===== src/rtl/fir3x_pkg.sv =====
// Shared definitions for the 3x serial-to-parallel FIR front end.
// Holds the default sample width, the lane count and the fill-level encoding,
// plus a helper that advances the fill level by one accepted sample.
package fir3x_pkg;

  localparam int DW_DEF = 32;
  localparam int LANES  = 3;
  localparam int FILL_W = $clog2(LANES);

  // Samples staged in the partial block; a third sample never sits in the
  // collect register because it completes the block on the same edge.
  typedef enum logic [FILL_W-1:0] {
    FILL_0,
    FILL_1,
    FILL_2
  } fill_t;

  function automatic fill_t fill_next(input fill_t f);
    case (f)
      FILL_0:  fill_next = FILL_1;
      FILL_1:  fill_next = FILL_2;
      default: fill_next = FILL_0;
    endcase
  endfunction

endpackage


===== src/rtl/fir3x_blk_reg.sv =====
// Output block register: holds one 3-lane block with valid/ready hold logic.
// Latency: 1 cycle from load to blk_valid; backpressure holds lanes while blk_valid && !blk_ready.
// Ports: load/ld_x0..ld_x2/ld_flushed (load side, only pulsed when free), free (register
//        empty or being consumed this cycle), x3k/x3k1/x3k2/blk_valid/blk_ready/blk_flushed (out).
module fir3x_blk_reg
  import fir3x_pkg::*;
#(
  parameter int DW = DW_DEF
) (
  input  logic          clk,
  input  logic          reset,
  input  logic          load,
  input  logic [DW-1:0] ld_x0,
  input  logic [DW-1:0] ld_x1,
  input  logic [DW-1:0] ld_x2,
  input  logic          ld_flushed,
  input  logic          blk_ready,
  output logic          free,
  output logic [DW-1:0] x3k,
  output logic [DW-1:0] x3k1,
  output logic [DW-1:0] x3k2,
  output logic          blk_valid,
  output logic          blk_flushed
);

  assign free = !blk_valid || blk_ready;

  always_ff @(posedge clk or posedge reset) begin
    if (reset) begin
      blk_valid   <= 1'b0;
      blk_flushed <= 1'b0;
      x3k         <= '0;
      x3k1        <= '0;
      x3k2        <= '0;
    end else if (load) begin
      // A load in the same cycle as a consume keeps blk_valid high.
      blk_valid   <= 1'b1;
      blk_flushed <= ld_flushed;
      x3k         <= ld_x0;
      x3k1        <= ld_x1;
      x3k2        <= ld_x2;
    end else if (blk_ready) begin
      blk_valid   <= 1'b0;
    end
  end

endmodule


===== src/rtl/fir3x_s2p.sv =====
// Serial-to-parallel front end: groups 3 consecutive samples into one block for a 3x-unrolled FIR.
// Latency: block valid 1 cycle after its 3rd sample is accepted; 1 sample/cycle with blk_ready high.
// Backpressure: s_ready drops only when the 3rd sample has nowhere to go, or while a flush pad is pending.
// Ports: s_data/s_valid/s_ready (serial in), flush (terminate partial block), x3k/x3k1/x3k2/
//        blk_valid/blk_ready/blk_flushed (block out), fill (samples staged, 0..2).
// Build option FIR3X_FLUSH_PAD_EN: flush emits the partial block zero-padded; otherwise it is dropped.
module fir3x_s2p
  import fir3x_pkg::*;
#(
  parameter int DW = DW_DEF
) (
  input  logic          clk,
  input  logic          reset,
  input  logic [DW-1:0] s_data,
  input  logic          s_valid,
  output logic          s_ready,
  input  logic          flush,
  output logic [DW-1:0] x3k,
  output logic [DW-1:0] x3k1,
  output logic [DW-1:0] x3k2,
  output logic          blk_valid,
  input  logic          blk_ready,
  output logic          blk_flushed,
  output logic [1:0]    fill
);

  fill_t         fill_q, fill_acc, fill_d;
  logic [DW-1:0] c0, c1;
  logic          flush_pend;
  logic          acc, blk_free, load, ld_flushed;
  logic [DW-1:0] ld_x0, ld_x1, ld_x2;

  assign acc     = s_valid && s_ready;
  assign s_ready = !(fill_q == FILL_2 && !blk_free) && !flush_pend;
  assign fill    = fill_q;

  // Fill level once this cycle's accepted sample is counted; flush acts on this.
  assign fill_acc = acc ? fill_next(fill_q) : fill_q;

`ifdef FIR3X_FLUSH_PAD_EN
  logic pend_d;

  always_ff @(posedge clk or posedge reset) begin
    if (reset) flush_pend <= 1'b0;
    else       flush_pend <= pend_d;
  end
`else
  assign flush_pend = 1'b0;
`endif

  always_comb begin
    fill_d     = fill_acc;
    load       = 1'b0;
    ld_flushed = 1'b0;
    ld_x0      = c0;
    ld_x1      = c1;
    ld_x2      = s_data;
`ifdef FIR3X_FLUSH_PAD_EN
    pend_d     = flush_pend;
`endif
    if (acc && fill_q == FILL_2) begin
      // s_ready guarantees the output register is free here.
      load = 1'b1;
`ifdef FIR3X_FLUSH_PAD_EN
    end else if (flush_pend) begin
      // No sample can arrive while pending, so fill_q is the partial block size.
      if (blk_free) begin
        load       = 1'b1;
        ld_flushed = 1'b1;
        ld_x1      = (fill_q == FILL_2) ? c1 : '0;
        ld_x2      = '0;
        fill_d     = FILL_0;
        pend_d     = 1'b0;
      end
    end else if (flush && fill_acc != FILL_0) begin
      pend_d = 1'b1;
`else
    end else if (flush && fill_acc != FILL_0) begin
      fill_d = FILL_0;
`endif
    end
  end

  always_ff @(posedge clk or posedge reset) begin
    if (reset) begin
      fill_q <= FILL_0;
      c0     <= '0;
      c1     <= '0;
    end else begin
      fill_q <= fill_d;
      if (acc && fill_q == FILL_0) c0 <= s_data;
      if (acc && fill_q == FILL_1) c1 <= s_data;
    end
  end

  fir3x_blk_reg #(.DW(DW)) u_blk_reg (
    .clk         (clk),
    .reset       (reset),
    .load        (load),
    .ld_x0       (ld_x0),
    .ld_x1       (ld_x1),
    .ld_x2       (ld_x2),
    .ld_flushed  (ld_flushed),
    .blk_ready   (blk_ready),
    .free        (blk_free),
    .x3k         (x3k),
    .x3k1        (x3k1),
    .x3k2        (x3k2),
    .blk_valid   (blk_valid),
    .blk_flushed (blk_flushed)
  );

endmodule


===== config.mk =====
export PLATFORM = sky130hd
export DESIGN_NAME = fir3x_s2p
export DESIGN_NICKNAME = d
export VERILOG_FILES = /design/src/rtl/fir3x_pkg.sv /design/src/rtl/fir3x_blk_reg.sv /design/src/rtl/fir3x_s2p.sv
export SDC_FILE = /design/constraint.sdc
export NUM_CORES = 1
export LEC_CHECK = 0
export ABC_AREA = 0
export BUFFER_PORTS_ARGS = -buffer_cell sky130_fd_sc_hd__buf_2
export CAP_MARGIN = 5
export CORE_MARGIN = 5
export CORE_UTILIZATION = 50
export CTS_BUF_LIST = sky130_fd_sc_hd__clkbuf_8
export DETAILED_ROUTE_END_ITERATION = 12
export GPL_ROUTABILITY_DRIVEN = 0
export HOLD_SLACK_MARGIN = 0.06
export PLACE_DENSITY = 0.75
export RECOVER_POWER = 25
export SLEW_MARGIN = 20
export SYNTH_ARGS = -nofsm -noshare
export SYNTH_HDL_FRONTEND = slang
export SYNTH_SLANG_ARGS = --single-unit

===== constraint.sdc =====
create_clock -name clk -period 9 [get_ports clk]
set_clock_uncertainty 0.05 [all_clocks]
set_input_delay 0.9 -clock clk [delete_from_list [all_inputs] [get_ports clk]]
set_output_delay 0.9 -clock clk [all_outputs]
set_load 0.03 [all_outputs]

# Word-level counts from Yosys, hierarchy flattened
# Cells that the tools add are included.
[word_totals]
reg_bits = 163
input_bits = 37
[op_classes]
n_eq_ne = 2
n_mux = 7
reduce_logical = 13
[op_table]
columns = ["cell", "count"]
rows = [
  ["logical AND 1 bit", 6],
  ["two-way mux 2 bit", 3],
  ["one-hot mux 2 bit (2 select lines)", 1],
  ["nonzero test 2 bit", 2],
  ["zero test 1 bit", 3],
  ["two-way mux 1 bit", 3],
  ["== test 2 x 1 -> 1 bit (second input constant)", 1],
  ["== test 2 bit (second input constant)", 1],
  ["zero test 2 bit", 1],
  ["logical OR 1 bit", 1],
]

# Logic depth before layout (Yosys ltp)
# Gate-level depths: netlist of run 1.
[depth]
word_depth = 11
mapped_depth = 5

# Hierarchy
# From an unflattened synthesis of run 1, not the netlist that was laid out.
[unflattened]
cells_unflattened = 357
area_unflattened_um2 = 6243.5
[modules_own_cells]
columns = ["module", "instances", "cells_each", "area_each_um2", "seq_area_each_um2"]
rows = [
  ["fir3x_blk_reg", 1, 209, 3712.3, 2452.4],
  ["fir3x_s2p", 1, 148, 2531.2, 1651.6],
]

# Worst setup path before layout of run 1
# OpenSTA, ideal clock, no wires.
[synth_timing]
path_type = "input port to output port"
from = "input blk_ready"
to = "output s_ready"
t_arrival_ns = 1.651
setup_slack_ns = 6.399
cell_stages = 2
path_buffers = 0
path_cell_list = "nand2b_1 or3b_2"
[synth_between]
elab_chain_len = 4
[synth_lines]
columns = ["item", "line", "text"]
rows = [
  ["start, declared", "fir3x_s2p.sv:22", "input logic blk_ready,"],
  ["logical OR 1 bit", "fir3x_blk_reg.sv:26", "assign free = !blk_valid || blk_ready;"],
  ["zero test 1 bit", "fir3x_s2p.sv:34", "assign s_ready = !(fill_q == FILL_2 && !blk_free) && !flush_pend;"],
  ["logical AND 1 bit", "fir3x_s2p.sv:34", ""],
  ["zero test 1 bit", "fir3x_s2p.sv:34", ""],
  ["end, declared", "fir3x_s2p.sv:16", "output logic s_ready,"],
]
# No other way between the ends.

==> flow_metrics.py, run 1 <==
metrics = {
    "status": {
        "status": "complete, but fails checks",
        "failing_checks": "capacitance limit, slew limit",
    },
    "worst_hold_path": {
        "hold_class": "reg2reg",
    },
    "synthesis": {
        "yosys-top-cells-count": "163 x sky130_fd_sc_hd__dfrtp_1, 129 x sky130_fd_sc_hd__mux2_2, 31 x sky130_fd_sc_hd__mux2_1",
        "yosysUniqueCellTypes": 17,
        "yosys.area.top_type_share_pct": 67.1,
        "syn-num-nets": 390,
        "post_synth_instance_area_sq_um": 6080,
        "synth_area_per_cell_sq_um": 17.2,
        "yosys-top-cells-area": "sky130_fd_sc_hd__dfrtp_1 67%, sky130_fd_sc_hd__mux2_2 24%, sky130_fd_sc_hd__mux2_1 5.7%",
        "yosys.cell_count.top_type": "sky130_fd_sc_hd__dfrtp_1",
        "synth.yosys.seq_area_share_pct": 67.1,
        "asyncSetResetFlopFracSynth_pct": 100,
        "syn_inst": 353,
        "synthFlopType": "sky130_fd_sc_hd__dfrtp_1",
        "yosys_register_bits": 163,
        "cell_taking_the_most_area_after_synthesis": "sky130_fd_sc_hd__dfrtp_1",
        "yosys_warnings": 0,
        "synth_enable_flop_cells": 0,
    },
    "cells_and_area": {
        "layout.cell_area.non_filler_sq_um": 7420,
        "post_layout_nonfiller_instances": 655,
        "insertedDiodeCount": 0,
        "drive_above_1_share_pct": 59.4,
        "syn_to_final_growth_pct": 22.1,
        "postLayoutCoreUtil_pct": 62.1,
        "fin_nets": 532,
    },
    "pwr": {
        "p_sw_uw": 906,
        "cellPowerDensity_nw_per_um2": 355,
        "p_total_mw": 2.63,
        "pwr-share-comb_pct": 31.5,
        "net_switching_fraction_of_the_power_pct": 34.4,
        "p_leak_nw": 3.64,
        "vdd.ir_drop.worst_mv": 0.162,
        "share_clk_of_total_power_pct": 27.1,
        "p_seq_share_pct": 41.4,
        "internal_power_summed_over_all_cells_mw": 1.73,
    },
    "die": {
        "num_rows": 40,
        "coreArea_sq_um": 12000,
        "start_util_pct": 50.8,
        "die_height_microns": 120,
        "number_of_primary_i_o_pins": 138,
        "floorplan.die.width_microns": 120,
        "die_area_sq_um": 14500,
    },
    "global_route": {
        "grt_pass1_wl_mm": 18.4,
        "vias_in_the_first_global_route": 3677,
        "global_route.usage.total_pct": 16.1,
        "grt-ovfl-total": 0,
        "grt_start_max_net_pins": 87,
        "antenna_violations_before_repair": 0,
    },
    "worst_setup_path": {
        "crit_path_max_fanout": 86,
        "type_of_destination_of_the_critical_path": "async pin",
        "crit_required_ns": 9.45,
        "criticalPathCategory": "in2async",
        "critPathLaunchType": "primary input",
        "cp.arrival_ns": 3.65,
    },
    "timing": {
        "min_cycle_time_layout_ns": 3.20,
        "final-max-slew-violation-count": 112,
        "timing.fmax_ghz": 0.312,
        "finalHoldWorstSlack_ns": 0.433,
        "setup_ws_ns": 5.80,
        "grt_setup_unrepaired": "false",
        "setup-tns-final_ns": 0,
        "min_period_over_period_pct": 35.6,
        "report.final.setup_viol": 0,
        "timing.max_slew.rel_slack_pct": -119,
        "hold_violations": 0,
        "actual_slew_at_the_worst_max_slew_pin_ns": 3.26,
    },
    "placed_design": {
        "io_buffer_count": 136,
        "post-place-ws_ns": 5.81,
        "placement.cell_area_sq_um": 6880,
        "hpwl_mm": 7.31,
        "placedCellCount": 623,
    },
    "clocking": {
        "post_cts.repair.setup_buffers": 0,
        "numCtsBuffers": 17,
        "clk_pin_slew_worst_paths_ns": 0.08,
        "clk_latency_ns": 0.44,
        "post_cts_resize_count": 0,
        "cts-hold-fix-buffers": 0,
        "cts.path.max_buffers": 2,
        "cts_tree": "done",
        "numClockSinks": 163,
        "cts_max_level": 4,
        "clk_root_buffer_cell": "sky130_fd_sc_hd__clkbuf_8",
    },
    "route": {
        "route.layer.met1.wl_mm": 4.66,
        "detail-route-antenna-nets": 0,
        "remaining_drc_errors": 0,
        "drt_first_iter_violations": 113,
        "detailroute.wirelength.met2_mm": 5.62,
        "met3RoutedLength_microns": 582,
        "routed-via-count": 3348,
        "detail_route.wirelength_mm": 11.1,
        "vias_per_cell": 5.11,
        "firstDrtPassIters": 4,
        "top_routing_layer_in_use": "met4",
        "wl_per_cell_microns": 16.9,
    },
    "flow_run": {
        "drv.max_cap_violation_count": 2,
    },
}
==> cell families (layout without fill, tap and decap cells) <==
kind of cell / after synthesis / count (layout) / synth area share [%]
flip-flops: 163 / 163 / 67.1
buffers and inverters: 19 / 174 / 2.04
AND/OR/NAND/NOR: 8 / 8 / 1.01
multiplexers: 160 / 160 / 29.6
AO/OA/AOI/OAI: 2 / 2 / 0.185
other: 1 / 1 / 0.0617
==> placed cells by master, fill, tap and decap left out, types with 2 or more instances in the layout <==
cell | Yosys | layout
sky130_fd_sc_hd__clkbuf_8 | 0 | 19
sky130_fd_sc_hd__nand2_1 | 2 | 2
sky130_fd_sc_hd__mux2_2 | 129 | 129
sky130_fd_sc_hd__dfrtp_1 | 163 | 163
sky130_fd_sc_hd__bufinv_16 | 0 | 9
sky130_fd_sc_hd__buf_2 | 9 | 135
sky130_fd_sc_hd__mux2_1 | 31 | 31
sky130_fd_sc_hd__buf_4 | 5 | 2
sky130_fd_sc_hd__clkbuf_1 | 0 | 2
==> power by group through the flow <==
| stage | sequential (mW) | clock [mW] | combinational (mW) |
|---|---|---|---|
| finish | 1.09 | 0.713 | 0.829 |
| global route | 1.13 | 0.760 | 0.880 |
| CTS | 1.10 | 0.729 | 0.843 |
| detailed placement | 1.11 | 0 | 0.841 |
| global placement | 1.09 | 0 | 0.826 |
| floorplan | 1.45 | 0 | 0.226 |
==> final timing paths <==
path / from / to / slack (ns) / depth (start not counted)
min in group asynchronous: reset / u_blk_reg.x3k2[8] / 1.35 / 2
max in group clk: s_valid / c1[20] / 6.11 / 4
setup / recovery: reset / u_blk_reg.blk_valid / 5.80 / 3
setup reg to reg: fill[1] / c1[20] / 6.21 / 3
hold / removal: c1[14] / u_blk_reg.x3k1[14] / 0.43 / 1
hold reg to reg: c1[14] / u_blk_reg.x3k1[14] / 0.43 / 1
==> metal layers <==
layer | up-vias | global-route usage (%)
li1 | 1523 | -
met1 | 1721 | 19.3
met2 | 85 | 26.9
met3 | 19 | 4.86
met4 | 0 | 7.29
met5 | - | 0
==> cell type report <==
cell class                      instances  area (sq um)
Clock buffer                           19           262
Inverter                                2          8.76
Clock inverter                         13           300
Sequential cell                       163          4080
Fill cell                             924          4540
Tap cell                              147           184
Multi-Input combinational cell        171          1880
Timing Repair Buffer                  140           709
==> worst max-delay path: stages <==
cell,delay [ns]
sky130_fd_sc_hd__buf_2,0.10
sky130_fd_sc_hd__clkinvlp_2,1.82
sky130_fd_sc_hd__buf_6,0.74
==> sequential cells by signal, indices dropped and copies added (netlist names) <==
register	cells
c0	32
c1	32
u_blk_reg.x3k1	32
u_blk_reg.x3k2	32
u_blk_reg.x3k	32
fill	2
u_blk_reg.blk_valid	1
Power figures use the tool's default switching activity.
==> run 2: changes to the inputs <==
==> constraint.sdc (replaced) <==
create_clock -name clk -period 3 [get_ports clk]
set_clock_uncertainty 0.05 [all_clocks]
set_input_delay 0.3 -clock clk [delete_from_list [all_inputs] [get_ports clk]]
set_output_delay 0.3 -clock clk [all_outputs]
set_load 0.03 [all_outputs]
==> run 2 against run 1 <==
Effect of this change: the run still ends with capacitance limit, slew limit left; clock power grew 150%; register-to-register slack got worse by 5.2 ns; hold slack lost 0.34 ns; critical path depth unchanged; sequential share of layout area fell by 1.8 points; setup slack got worse by 4.8 ns; non-clock buffer count rose by 35; final cell count rose by 5.2%; die area unchanged; combinational power grew to 3.1 times the previous value; global-route usage is 1.1 points higher; critical path type unchanged; critical endpoint is now c0[31]; largest cell class unchanged; highest routed layer unchanged.
==> flow_metrics.py, run 2 (synthesis gave the netlist of run 1 again) <==
metrics = {
    "flow_run": {
        "drv.max_cap_violation_count": 1,
    },
    "cells_and_area": {
        "most-common-layout-cells": "163 x sky130_fd_sc_hd__dfrtp_1, 135 x sky130_fd_sc_hd__buf_2, 129 x sky130_fd_sc_hd__mux2_2",
        "postLayoutCoreUtil_pct": 64.2,
        "drive_above_1_share_pct": 56.1,
        "fin_nets": 567,
        "fill_cells": 889,
        "final_common_cell": "sky130_fd_sc_hd__dfrtp_1",
        "insertedDiodeCount": 0,
        "syn_to_final_growth_pct": 26.3,
        "layout.cell_area.non_filler_sq_um": 7680,
    },
    "worst_setup_path": {
        "startpoint": "reset",
        "critPathLaunchType": "primary input",
        "r2r_slack_ns": 0.99,
        "crit_required_ns": 3.07,
        "crit_path_max_fanout": 163,
        "worstSetupEndpoint": "c0[31]",
        "worstReg2RegEnd": "u_blk_reg.x3k1[3]",
        "worstReg2RegStart": "fill[0]",
        "worst_r2r_path_depth": 3,
        "type_of_destination_of_the_critical_path": "async pin",
        "cp.arrival_ns": 2.09,
        "criticalPathCategory": "in2async",
    },
    "global_route": {
        "grt_start_max_net_pins": 164,
        "vias_in_the_first_global_route": 3852,
        "gr_met2_demand_resource_pct": 28.8,
        "global_route.usage.total_pct": 17.2,
        "antenna_violations_before_repair": 0,
        "grt_pass1_wl_mm": 19.5,
        "gr-usage-met3_pct": 5.24,
        "grt_most_used_layer": "met2",
        "grt-ovfl-total": 0,
        "met1_usage_pct": 20.9,
    },
    "placed_design": {
        "io_buffer_count": 136,
        "hpwl_mm": 7.79,
        "placement.cell_area_sq_um": 6930,
    },
    "pwr": {
        "vdd.ir_drop.worst_mv": 0.591,
        "cellPowerDensity_nw_per_um2": 987,
        "p_total_mw": 7.58,
        "p_leak_nw": 3.75,
    },
    "route": {
        "wl_per_cell_microns": 17.1,
        "vias_per_cell": 5.10,
        "detail-route-antenna-nets": 0,
        "drt_first_iter_violations": 135,
        "remaining_drc_errors": 0,
        "routed-via-count": 3513,
        "firstDrtPassIters": 4,
        "detail_route.wirelength_mm": 11.8,
    },
    "timing": {
        "timing.fmax_ghz": 0.496,
        "min_cycle_time_layout_ns": 2.01,
        "hold_violations": 0,
        "report.final.setup_viol": 0,
        "final-max-slew-violation-count": 164,
        "min_period_over_period_pct": 67.1,
        "actual_slew_at_the_worst_max_slew_pin_ns": 2.13,
        "grt_setup_unrepaired": "false",
        "setup-tns-final_ns": 0,
        "timing.max_slew.rel_slack_pct": -41.9,
    },
    "die": {
        "floorplan.die.width_microns": 120,
        "number_of_primary_i_o_pins": 138,
        "coreArea_sq_um": 12000,
        "start_util_pct": 50.8,
        "num_rows": 40,
        "die_area_sq_um": 14500,
        "die_height_microns": 120,
    },
    "clocking": {
        "cts_max_level": 4,
        "cts.path.max_buffers": 2,
        "clk_root_buffer_cell": "sky130_fd_sc_hd__clkbuf_8",
        "numClockSinks": 163,
        "post_cts.repair.setup_buffers": 0,
        "cts_tree": "done",
        "clk_pin_slew_worst_paths_ns": 0.08,
        "clk_latency_ns": 0.44,
        "numCtsBuffers": 17,
    },
    "status": {
        "status": "complete, but fails checks",
        "failing_checks": "capacitance limit, slew limit",
    },
    "worst_hold_path": {
        "hold_class": "in2reg",
    },
}
-- run 2: cell count changes in the layout (fill, tap and decap cells not counted), sizes merged --
cell         before  now
buf             138  142
bufinv            9    5
clkinv            2    1
clkinvlp          2    4
dlygate4sd3       0   31
inv               2    4
-- run 2: timing repair --
item                       CTS  global route
setup endpoints to repair    0             0
hold buffers                31             0
hold endpoints to repair    85             0
resized for setup            0             0
-- run 2: through the flow --
stage	setup slack (ns)	hold WS [ns]	cells
floorplan	0.579	0.313	353
global placement	0.996	0.406	627
detailed placement	0.945	0.417	627
CTS	0.955	0.0607	689
global route	0.547	0.0715	689
finish	0.986	0.0895	689
-- run 2: routing by layer --
metal,part of all wire [%],up-vias
li1,-,1602
met1,42,1804
met2,51,88
met3,5.1,19
met4,1.9,0
met5,0,-
-- run 2: critical path, cell delays in order --
cell	delay, ns
sky130_fd_sc_hd__clkbuf_1	0.09
sky130_fd_sc_hd__clkinvlp_4	0.06
sky130_fd_sc_hd__clkbuf_4	1.49
-- run 2: worst min-delay path by stage --
stage,start,endpoint,slack (ns),cells after the start
after CTS,s_data[12],u_blk_reg.x3k2[12],0.06,2
after global placement,c1[20],u_blk_reg.x3k1[20],0.41,1
after global routing,s_data[12],u_blk_reg.x3k2[12],0.07,2
after detailed placement,c0[25],u_blk_reg.x3k[25],0.42,1
final,s_data[12],u_blk_reg.x3k2[12],0.09,2
after floorplan,flush,fill[1],0.31,1
-- run 2: power by group --
group	internal (mW)	total [mW]	switching (mW)
clock network	1.02	1.78	0.756
logic	0.916	2.53	1.61
registers	2.92	3.28	0.359
-- run 2: layout make-up --
class	count	area (sq um)	area share, %
well taps	147	184	2.39
repair buffers	175	1060	13.8
inverters	2	11.3	0.147
clock buffers	19	262	3.41
flip-flops and latches	163	4080	53.1
clock inverters	12	189	2.46
multi-input cells	171	1890	24.6
==> run 3: changes to the inputs <==
--- a/config.mk
+++ b/config.mk
@@ -14,7 +14,7 @@
 export DETAILED_ROUTE_END_ITERATION = 12
 export GPL_ROUTABILITY_DRIVEN = 0
 export HOLD_SLACK_MARGIN = 0.06
-export PLACE_DENSITY = 0.75
+export PLACE_DENSITY = 0.78
 export RECOVER_POWER = 25
 export SLEW_MARGIN = 20
 export SYNTH_ARGS = -nofsm -noshare
==> constraint.sdc (replaced) <==
create_clock -name clk -period 1.7 [get_ports clk]
set_clock_uncertainty 0.05 [all_clocks]
set_input_delay 0.17 -clock clk [delete_from_list [all_inputs] [get_ports clk]]
set_output_delay 0.17 -clock clk [all_outputs]
set_load 0.03 [all_outputs]
==> run 3 against run 2 <==
Effect of this change: the flow now finishes without violations; die area is the same; core utilization grew 1.4 points; final cell count grew 1.9%; clock power grew 66%; critical path depth is the same; global-route usage grew 0.66 points; combinational power grew 78%; register-to-register slack lost 0.87 ns; total power grew 75%; largest power group unchanged.
==> flow_metrics.py, run 3 (synthesis gave the netlist of run 1 again) <==
metrics = {
    "timing": {
        "min_period_over_period_pct": 97.0,
        "timing.max_slew.rel_slack_pct": 55.2,
        "min_cycle_time_layout_ns": 1.65,
        "timing.fmax_ghz": 0.607,
        "setup-tns-final_ns": 0,
        "grt_setup_unrepaired": "true",
        "hold_violations": 0,
        "report.final.setup_viol": 0,
        "setup_ws_ns": 0.0515,
        "final-max-slew-violation-count": 0,
        "actual_slew_at_the_worst_max_slew_pin_ns": 0.672,
    },
    "pwr": {
        "p_leak_nw": 3.84,
        "share_clk_of_total_power_pct": 22.3,
        "internal_power_summed_over_all_cells_mw": 8.44,
        "p_sw_mw": 4.81,
        "net_switching_fraction_of_the_power_pct": 36.3,
        "p_total_mw": 13.3,
        "cellPowerDensity_nw_per_um2": 1690,
        "vdd.ir_drop.worst_mv": 0.984,
        "p_seq_share_pct": 43.7,
        "pwr-share-comb_pct": 34.0,
    },
    "worst_setup_path": {
        "cp_num_buf_inv": 1,
        "criticalPathCategory": "reg2out",
        "crit_required_ns": 1.48,
        "cp.arrival_ns": 1.43,
        "critPathLaunchType": "flop",
        "type_of_destination_of_the_critical_path": "output port",
        "worstPathCellList": "nand2b_1, or3b_4, buf_6",
        "timing.critical_path.slowest_cell_delay_ns": 0.39,
        "crit_path_max_fanout": 2,
        "slowest_stage": "sky130_fd_sc_hd__or3b_4",
        "crit_family": "simple AND/OR/NAND/NOR gates",
    },
    "die": {
        "coreArea_sq_um": 12000,
        "die_height_microns": 120,
        "num_rows": 40,
        "number_of_primary_i_o_pins": 138,
        "floorplan.die.width_microns": 120,
        "die_area_sq_um": 14500,
        "start_util_pct": 50.8,
    },
    "global_route": {
        "global_route.usage.total_pct": 17.9,
        "grt_start_max_net_pins": 53,
        "grt_pass1_wl_mm": 20.2,
        "vias_in_the_first_global_route": 3876,
        "antenna_violations_before_repair": 0,
        "grt-ovfl-total": 0,
    },
    "route": {
        "met3RoutedLength_microns": 520,
        "detail_route.wirelength_mm": 12.2,
        "route.layer.met1.wl_mm": 4.98,
        "remaining_drc_errors": 0,
        "drt_first_iter_violations": 171,
        "detail-route-antenna-nets": 0,
        "vias_per_cell": 5.12,
        "firstDrtPassIters": 4,
        "routed-via-count": 3595,
        "top_routing_layer_in_use": "met4",
        "detailroute.wirelength.met2_mm": 6.49,
        "wl_per_cell_microns": 17.4,
    },
    "clocking": {
        "cts_max_level": 4,
        "numClockSinks": 163,
        "clk_latency_ns": 0.43,
        "clk_root_buffer_cell": "sky130_fd_sc_hd__clkbuf_8",
        "numCtsBuffers": 17,
        "clk_pin_slew_worst_paths_ns": 0.08,
        "cts_tree": "done",
        "cts.path.max_buffers": 2,
    },
    "status": {
        "status": "finished clean",
    },
    "worst_hold_path": {
        "hold_class": "in2reg",
    },
    "cells_and_area": {
        "fill_cells": 849,
        "post_layout_nonfiller_instances": 702,
        "drive_above_1_share_pct": 57.3,
        "most-common-layout-cells": "161 x sky130_fd_sc_hd__dfrtp_1, 135 x sky130_fd_sc_hd__buf_2, 129 x sky130_fd_sc_hd__mux2_2",
        "postLayoutCoreUtil_pct": 65.6,
        "final_common_cell": "sky130_fd_sc_hd__dfrtp_1",
        "insertedDiodeCount": 0,
        "syn_to_final_growth_pct": 29.0,
        "fin_nets": 579,
    },
    "placed_design": {
        "io_buffer_count": 136,
        "hpwl_mm": 8.24,
        "placedCellCount": 631,
        "post-place-ws_ns": 0.200,
    },
    "flow_run": {
        "drv.max_cap_violation_count": 0,
    },
}
[run 3: cell count changes in the layout (fill, tap and decap cells not counted), sizes merged]
cell         before  now
buf             142  149
dlygate4sd3      31   35
bufinv            5    3
clkbuf           21   25
clkinv            1    4
inv               4    2
clkinvlp          4    3
[run 3: worst register-to-register path, cell delays in order (launching register included)]
cell and delay [ns]:
sky130_fd_sc_hd__dfrtp_2 0.41, sky130_fd_sc_hd__buf_4 0.16, sky130_fd_sc_hd__nor3b_4 0.26, sky130_fd_sc_hd__buf_4 0.24, sky130_fd_sc_hd__mux2_2 0.36
[run 3: path summary, 6_finish.rpt]
check | start | to | slack (ns) | depth (start not counted)
min in group asynchronous | reset | u_blk_reg.x3k1[8] | 0.26 | 3
worst max-delay path | u_blk_reg.blk_valid | s_ready | 0.05 | 3
worst min-delay path | blk_ready | u_blk_reg.blk_valid | 0.15 | 4
worst min register to register | c1[13] | u_blk_reg.x3k1[13] | 0.43 | 1
max in group asynchronous | reset | c0[5] | 0.24 | 4
worst max register to register | fill[0] | c0[12] | 0.12 | 4
[run 3: cell type report]
| class | instances | area [sq um] | share of cell area (%) |
|---|---|---|---|
| well taps | 147 | 184 | 2.34 |
| inverters | 2 | 8.76 | 0.112 |
| clock inverters | 10 | 129 | 1.64 |
| multi-input cells | 171 | 1900 | 24.2 |
| clock buffers | 22 | 303 | 3.86 |
| flip-flops and latches | 163 | 4080 | 52.0 |
| repair buffers | 187 | 1240 | 15.9 |
[run 3: per-stage QoR]
stage               hold WS, ns  area [sq um]
floorplan                 0.183          6080
global placement          0.138          7060
detailed placement        0.139          7060
CTS                      0.0913          7870
global route              0.133          7850
finish                    0.147          7850
[run 3: power groups by stage]
stage	clock, mW	sequential, mW	combinational (mW)
final	2.95	5.79	4.51
after CTS	3.04	5.81	4.58
after detailed placement	0	5.88	4.50
after global placement	0	5.80	4.40
after floorplan	0	7.66	1.20
after global routing	3.22	5.96	4.77
[run 3: routing by layer]
layer	vias up	global-route usage [%]
met3	19	4.72
met4	0	7.08
li1	1626	-
met2	86	30.7
met1	1864	21.6
met5	-	0
[run 3: timing repair]
| item | in CTS | in global routing |
|---|---|---|
| hold buffers | 35 | 0 |
| resized for setup | 5 | 0 |
| pin swaps | 1 | 0 |
| endpoints found under the setup margin | 1 | 1 |
| endpoints found under the hold margin | 237 | 0 |
| cloned | 0 | 0 |
| buffers inserted | 2 | 2 |
